**src/rtl/limber_fifo_wr_arb.sv**
```systemverilog
// rtl/limber_fifo_wr_arb.sv - round-robin burst arbiter for NREQ writers sharing one sync FIFO
// A grant lasts until MAXB beats are written or the owner drops req; fifo_full stalls without timeout.
module limber_fifo_wr_arb #(
  parameter  int NREQ = 4,
  parameter  int DW   = 8,
  parameter  int MAXB = 4,
  localparam int PW   = (NREQ > 1) ? $clog2(NREQ) : 1,
  localparam int CW   = $clog2(MAXB + 1)
) (
  input  logic                 clk,
  input  logic                 rst,
  input  logic [NREQ-1:0]      req,
  input  logic [NREQ*DW-1:0]   din,
  output logic [NREQ-1:0]      ack,
  input  logic                 fifo_full,
  output logic                 fifo_wen,
  output logic [DW-1:0]        fifo_din,
  output logic [PW-1:0]        owner,
  output logic                 busy
);

  typedef enum logic {
    IDLE  = 1'b0,
    GRANT = 1'b1
  } state_t;

  state_t        state_q, state_d;
  logic [PW-1:0] owner_q, owner_d;
  logic [PW-1:0] ptr_q, ptr_d;
  logic [CW-1:0] cnt_q, cnt_d;

  logic [PW-1:0] pick_idx;
  logic          pick_vld;
  logic [PW-1:0] owner_inc;
  logic          beat;

  // Descending scan so the index closest to ptr (smallest offset) wins.
  always_comb begin
    int idx;
    idx      = 0;
    pick_vld = 1'b0;
    pick_idx = '0;
    for (int k = NREQ - 1; k >= 0; k--) begin
      idx = int'(ptr_q) + k;
      if (idx >= NREQ) begin
        idx = idx - NREQ;
      end
      if (req[idx]) begin
        pick_vld = 1'b1;
        pick_idx = PW'(idx);
      end
    end
  end

  assign owner_inc = (owner_q == PW'(NREQ - 1)) ? '0 : owner_q + 1'b1;

  always_comb begin
    state_d = state_q;
    owner_d = owner_q;
    ptr_d   = ptr_q;
    cnt_d   = cnt_q;
    beat    = 1'b0;
    case (state_q)
      IDLE: begin
        if (pick_vld) begin
          owner_d = pick_idx;
          cnt_d   = '0;
          state_d = GRANT;
        end
      end
      GRANT: begin
        beat = req[owner_q] & ~fifo_full;
        if (!req[owner_q]) begin
          state_d = IDLE;
          ptr_d   = owner_inc;
        end else if (beat) begin
          cnt_d = cnt_q + 1'b1;
          if (cnt_q == CW'(MAXB - 1)) begin
            state_d = IDLE;
            ptr_d   = owner_inc;
          end
        end
      end
      default: begin
        state_d = IDLE;
      end
    endcase
  end

  always_ff @(posedge clk or negedge rst) begin
    if (!rst) begin
      state_q <= IDLE;
      owner_q <= '0;
      ptr_q   <= '0;
      cnt_q   <= '0;
    end else begin
      state_q <= state_d;
      owner_q <= owner_d;
      ptr_q   <= ptr_d;
      cnt_q   <= cnt_d;
    end
  end

  // Outputs derive from registered state, so reset clears them without a clock edge.
  assign fifo_wen = beat;
  assign ack      = beat ? (NREQ'(1) << owner_q) : '0;
  assign fifo_din = din[owner_q*DW +: DW];
  assign owner    = owner_q;
  assign busy     = (state_q == GRANT);

endmodule

```
**config.mk**
```make
export PLATFORM = sky130hd
export DESIGN_NAME = limber_fifo_wr_arb
export DESIGN_NICKNAME = d
export VERILOG_FILES = /design/src/rtl/limber_fifo_wr_arb.sv
export SDC_FILE = /design/constraint.sdc
export NUM_CORES = 1
export LEC_CHECK = 0
export CAP_MARGIN = 10
export CORE_MARGIN = 4
export CORE_UTILIZATION = 35
export CTS_CLUSTER_DIAMETER = 40
export DETAILED_ROUTE_END_ITERATION = 10
export GPL_TIMING_DRIVEN = 0
export PLACE_DENSITY = 0.87
export SLEW_MARGIN = 20
export SYNTH_ARGS = -nofsm -noshare
export SYNTH_HDL_FRONTEND = slang
export SYNTH_SLANG_ARGS = --single-unit
```
**constraint.sdc**
```tcl
create_clock -name clk -period 2.4 [get_ports clk]
set_clock_uncertainty 0.05 [all_clocks]
set_input_delay 0.48 -clock clk [delete_from_list [all_inputs] [get_ports clk]]
set_output_delay 0.48 -clock clk [all_outputs]
set_load 0.005 [all_outputs]
```
==> run summary <==
Peak VDD IR - 481 µV
LEAKAGE - 0.602 nW
Root buffer cell - clkbuf_4
Synth Area per Inst - 11.0 µm²
Net Switching - 0.449 mW
Final hold violation count - 0
Worst-margin pin slew - 0.739 ns
Fin. max-slew vios - 0
Die area - 0.00313 mm²
Kind of critical path - primary input to output pin
Overflow after GRT - 0
Post-synthesis adder-cell area fraction - 9.35%
Slew Limit Headroom - 50.3%
Post-synth cell types - 32
Clock network latency to the later pin of the worst-skew pair - 0.25 ns
Flip-flop and latch area - 201 µm²
Top cell by count, worst path - clkdlybuf4s50_1
Die H - 55.9 µm
Sw frac - 35.8%
CP Launch Type - primary input
Synth Area in Compound Gates - 11.4%
R2R Path End - ptr_q[1]
HP Class - primary input to async pin
Maxcap violations - 0
Final core occ - 64.8%
Fillers - 181
Worst reg2reg path startpoint - owner[0]
Initial antenna violation count - 0
Fin nets - 180
CP top delay family - buffers and inverters
CP Cell Sequence - clkdlybuf4s50_1 -> mux4_2 -> clkdlybuf4s50_1
Clock Path Buffers - 2
Worst EP required - 1.87 ns
Port Buffers - 54
ANT nets after route - 0
F_max - 0.424 GHz
Worst r2r path cells - 4
Worst EP arrival - 1.83 ns
Synth-to-Final Area Change - 76.8%
FF+latch count, synth - 8
Slowest cell on the critical path - mux4_2
Routed vias - 855
Mapped Cells - 73
Mux cell area share after synthesis - 29.3%
Detailed Place HPWL - 2.32 mm
Max stage delay on crit path - 0.47 ns
I/O pin count - 55
Post-synthesis sequential area ratio - 24.9%
Die Wd - 55.9 µm
Critical Path Sink Type - output pin
Final setup vio count - 0
Seq pwr share - 21.9%
Antenna fix cells - 0
CP Max Fanout - 1
Number of global-route vias before repair - 880
Xor and xnor area share after synthesis - 0%
# rows - 17
CP Buf/Inv Count - 2
# hold bufs at CTS - 0
YS warnings - 0
Pwr/cell area - 885 mW/mm²
Iteration-0 DRC Markers - 20
RSZ-0062 raised after global routing - true
Hold WS - 0.464 ns
# DRC - 0
Via density - 5.31
Tot GR Track Use - 19.2%
Number of clock sinks - 8
Synth Area in Simple Gates - 20.2%
Post-route worst setup slack - 0.0439 ns
Post-Syn Nets - 118
CTS tree - built
Multi-input logic area - 564 µm²
Status - completed
Power share of the clock group - 8.0%
Comb pwr share - 70.1%
CTS H-tree depth - 1
Worst-path clk slew - 0.05 ns
Num CTS Buffers - 3
TritonRoute pass-1 iters - 4
Share of cells above drive strength 1 - 22.6%
GP Congestion - 0.852
Tmin final - 2.36 ns
R2R Setup Slk - 0.56 ns
Int Pwr - 0.807 mW
Wire per inst - 17.6 µm
Starting density of the core - 36.7%
Final Cycle Share - 98.2%
First-pass GRT wire length - 4.69 mm
Netlist Area Pre-Place - 803 µm²
Core Area - 0.00219 mm²
Largest family of logic cells by synthesized area - multiplexers
Largest net degree at the start of global routing - 11
Total Wirelength - 2.83 mm
Pre-CTS WS - -0.644 ns
-- worst reg2reg max path, delay by kind of cell (launching register included) --
family,cells,cell delay (ns)
muxes,2,0.90
DFF,1,0.42
AOI/OAI and AO/OA,1,0.19
buffers and inverters,1,0.17
-- layout by cell type, fill, tap and decap left out, types with 3 or more instances in the layout --
| cell type | synthesis | final |
|---|---|---|
| inv_1 | 4 | 4 |
| dfrtp_1 | 8 | 7 |
| nand2b_1 | 3 | 3 |
| o21ai_0 | 3 | 3 |
| and2_1 | 4 | 4 |
| nand2_1 | 4 | 4 |
| clkbuf_2 | 0 | 4 |
| mux4_2 | 9 | 9 |
| clkdlybuf4s50_1 | 0 | 43 |
| clkbuf_4 | 0 | 4 |
| ha_1 | 6 | 6 |
| buf_4 | 0 | 3 |
-- per-layer routing --
| metal | track usage [%] | wire length [µm] |
|---|---|---|
| met1 | 26.4 | 1230 |
| met2 | 29.4 | 1290 |
| met3 | 5.80 | 282 |
| met4 | 5.08 | 27 |
| met5 | 0 | 0 |
-- power groups by stage --
stage / clock network [mW] / registers [mW] / logic, mW
2_1_floorplan: 0 / 0.258 / 0.455
3_3_place_gp: 0 / 0.276 / 0.809
3_5_place_dp: 0 / 0.279 / 0.832
4_1_cts: 0.106 / 0.272 / 0.881
5_1_grt: 0.118 / 0.291 / 0.957
6_report: 0.100 / 0.275 / 0.880
-- worst max-delay path by stage --
| stage | from | end | depth (start not counted) |
|---|---|---|---|
| global placement | req[3] | ack[3] | 6 |
| detailed placement | req[3] | ack[3] | 6 |
| CTS | din[28] | fifo_din[4] | 3 |
| finish | din[31] | fifo_din[7] | 3 |
| global route | owner[0] | ack[2] | 5 |
| floorplan | owner[0] | ack[0] | 4 |
-- cell usage after synthesis --
| library cell | n | share of area (%) |
|---|---|---|
| buf_2 | 1 | 0.62 |
| nor4_1 | 1 | 0.78 |
| a21oi_1 | 1 | 0.62 |
| o2bb2ai_1 | 1 | 1.1 |
| mux2i_1 | 1 | 1.2 |
| nor2_1 | 2 | 0.93 |
| o41ai_1 | 2 | 2.2 |
| or2_2 | 1 | 0.78 |
| nand4b_1 | 1 | 1.1 |
| mux2_2 | 2 | 2.8 |
| o21a_1 | 2 | 1.9 |
| inv_1 | 4 | 1.9 |
| clkbuf_1 | 1 | 0.47 |
| o211ai_1 | 2 | 1.9 |
| mux4_2 | 9 | 25 |
| nand3_1 | 1 | 0.62 |
| o21ai_0 | 3 | 1.9 |
| dfrtp_1 | 8 | 25 |
| a21boi_0 | 1 | 0.93 |
| buf_1 | 1 | 0.47 |
| nor3b_1 | 1 | 0.93 |
| nor2b_1 | 2 | 1.6 |
| nand2_1 | 4 | 1.9 |
| and2_1 | 4 | 3.1 |
| nand2b_1 | 3 | 2.3 |
| nand3b_1 | 2 | 1.9 |
| and3b_1 | 2 | 2.2 |
| buf_6 | 1 | 1.4 |
| and3_1 | 1 | 0.78 |
| nand4bb_1 | 1 | 1.4 |
| a21boi_1 | 1 | 0.93 |
| ha_1 | 6 | 9.3 |
-- stage by stage --
stage               power (mW)  cell area, µm²  setup TNS, ns  std cells
floorplan                0.714             803              0         73
global placement          1.08            1380          -2.93        155
detailed placement        1.11            1380          -3.06        155
CTS                       1.26            1420        -0.0450        161
global route              1.37            1420        -0.0422        161
finish                    1.26            1420              0        161
-- final cells by class --
cell class	count	share of cell area (%)
multi-input cells	57	39.7
repair buffers	57	38.0
flip-flops and latches	8	14.2
plain buffers	4	3.00
well taps	28	2.47
clock buffers	3	1.59
inverters	4	1.06
-- sequential cells by signal (all words and copies together), names as in the netlist --
name / cells
owner: 2
ptr_q: 2
busy: 1
cnt_q: 3
-- cells by family after synthesis --
kind of cell / Yosys count
buffers and inverters: 8
flip-flops: 8
AND/OR/NAND/NOR: 26
multiplexers: 12
AO/OA/AOI/OAI: 13
adder cells (fa/ha/maj): 6
-- timing repair --
action / CTS / global route
pin swaps: 0 / 0
endpoints found under the setup margin: 13 / 12
setup buffers: 3 / 0
resized for setup: 27 / 9
cloned: 0 / 0
Power figures use the tool's default switching activity.
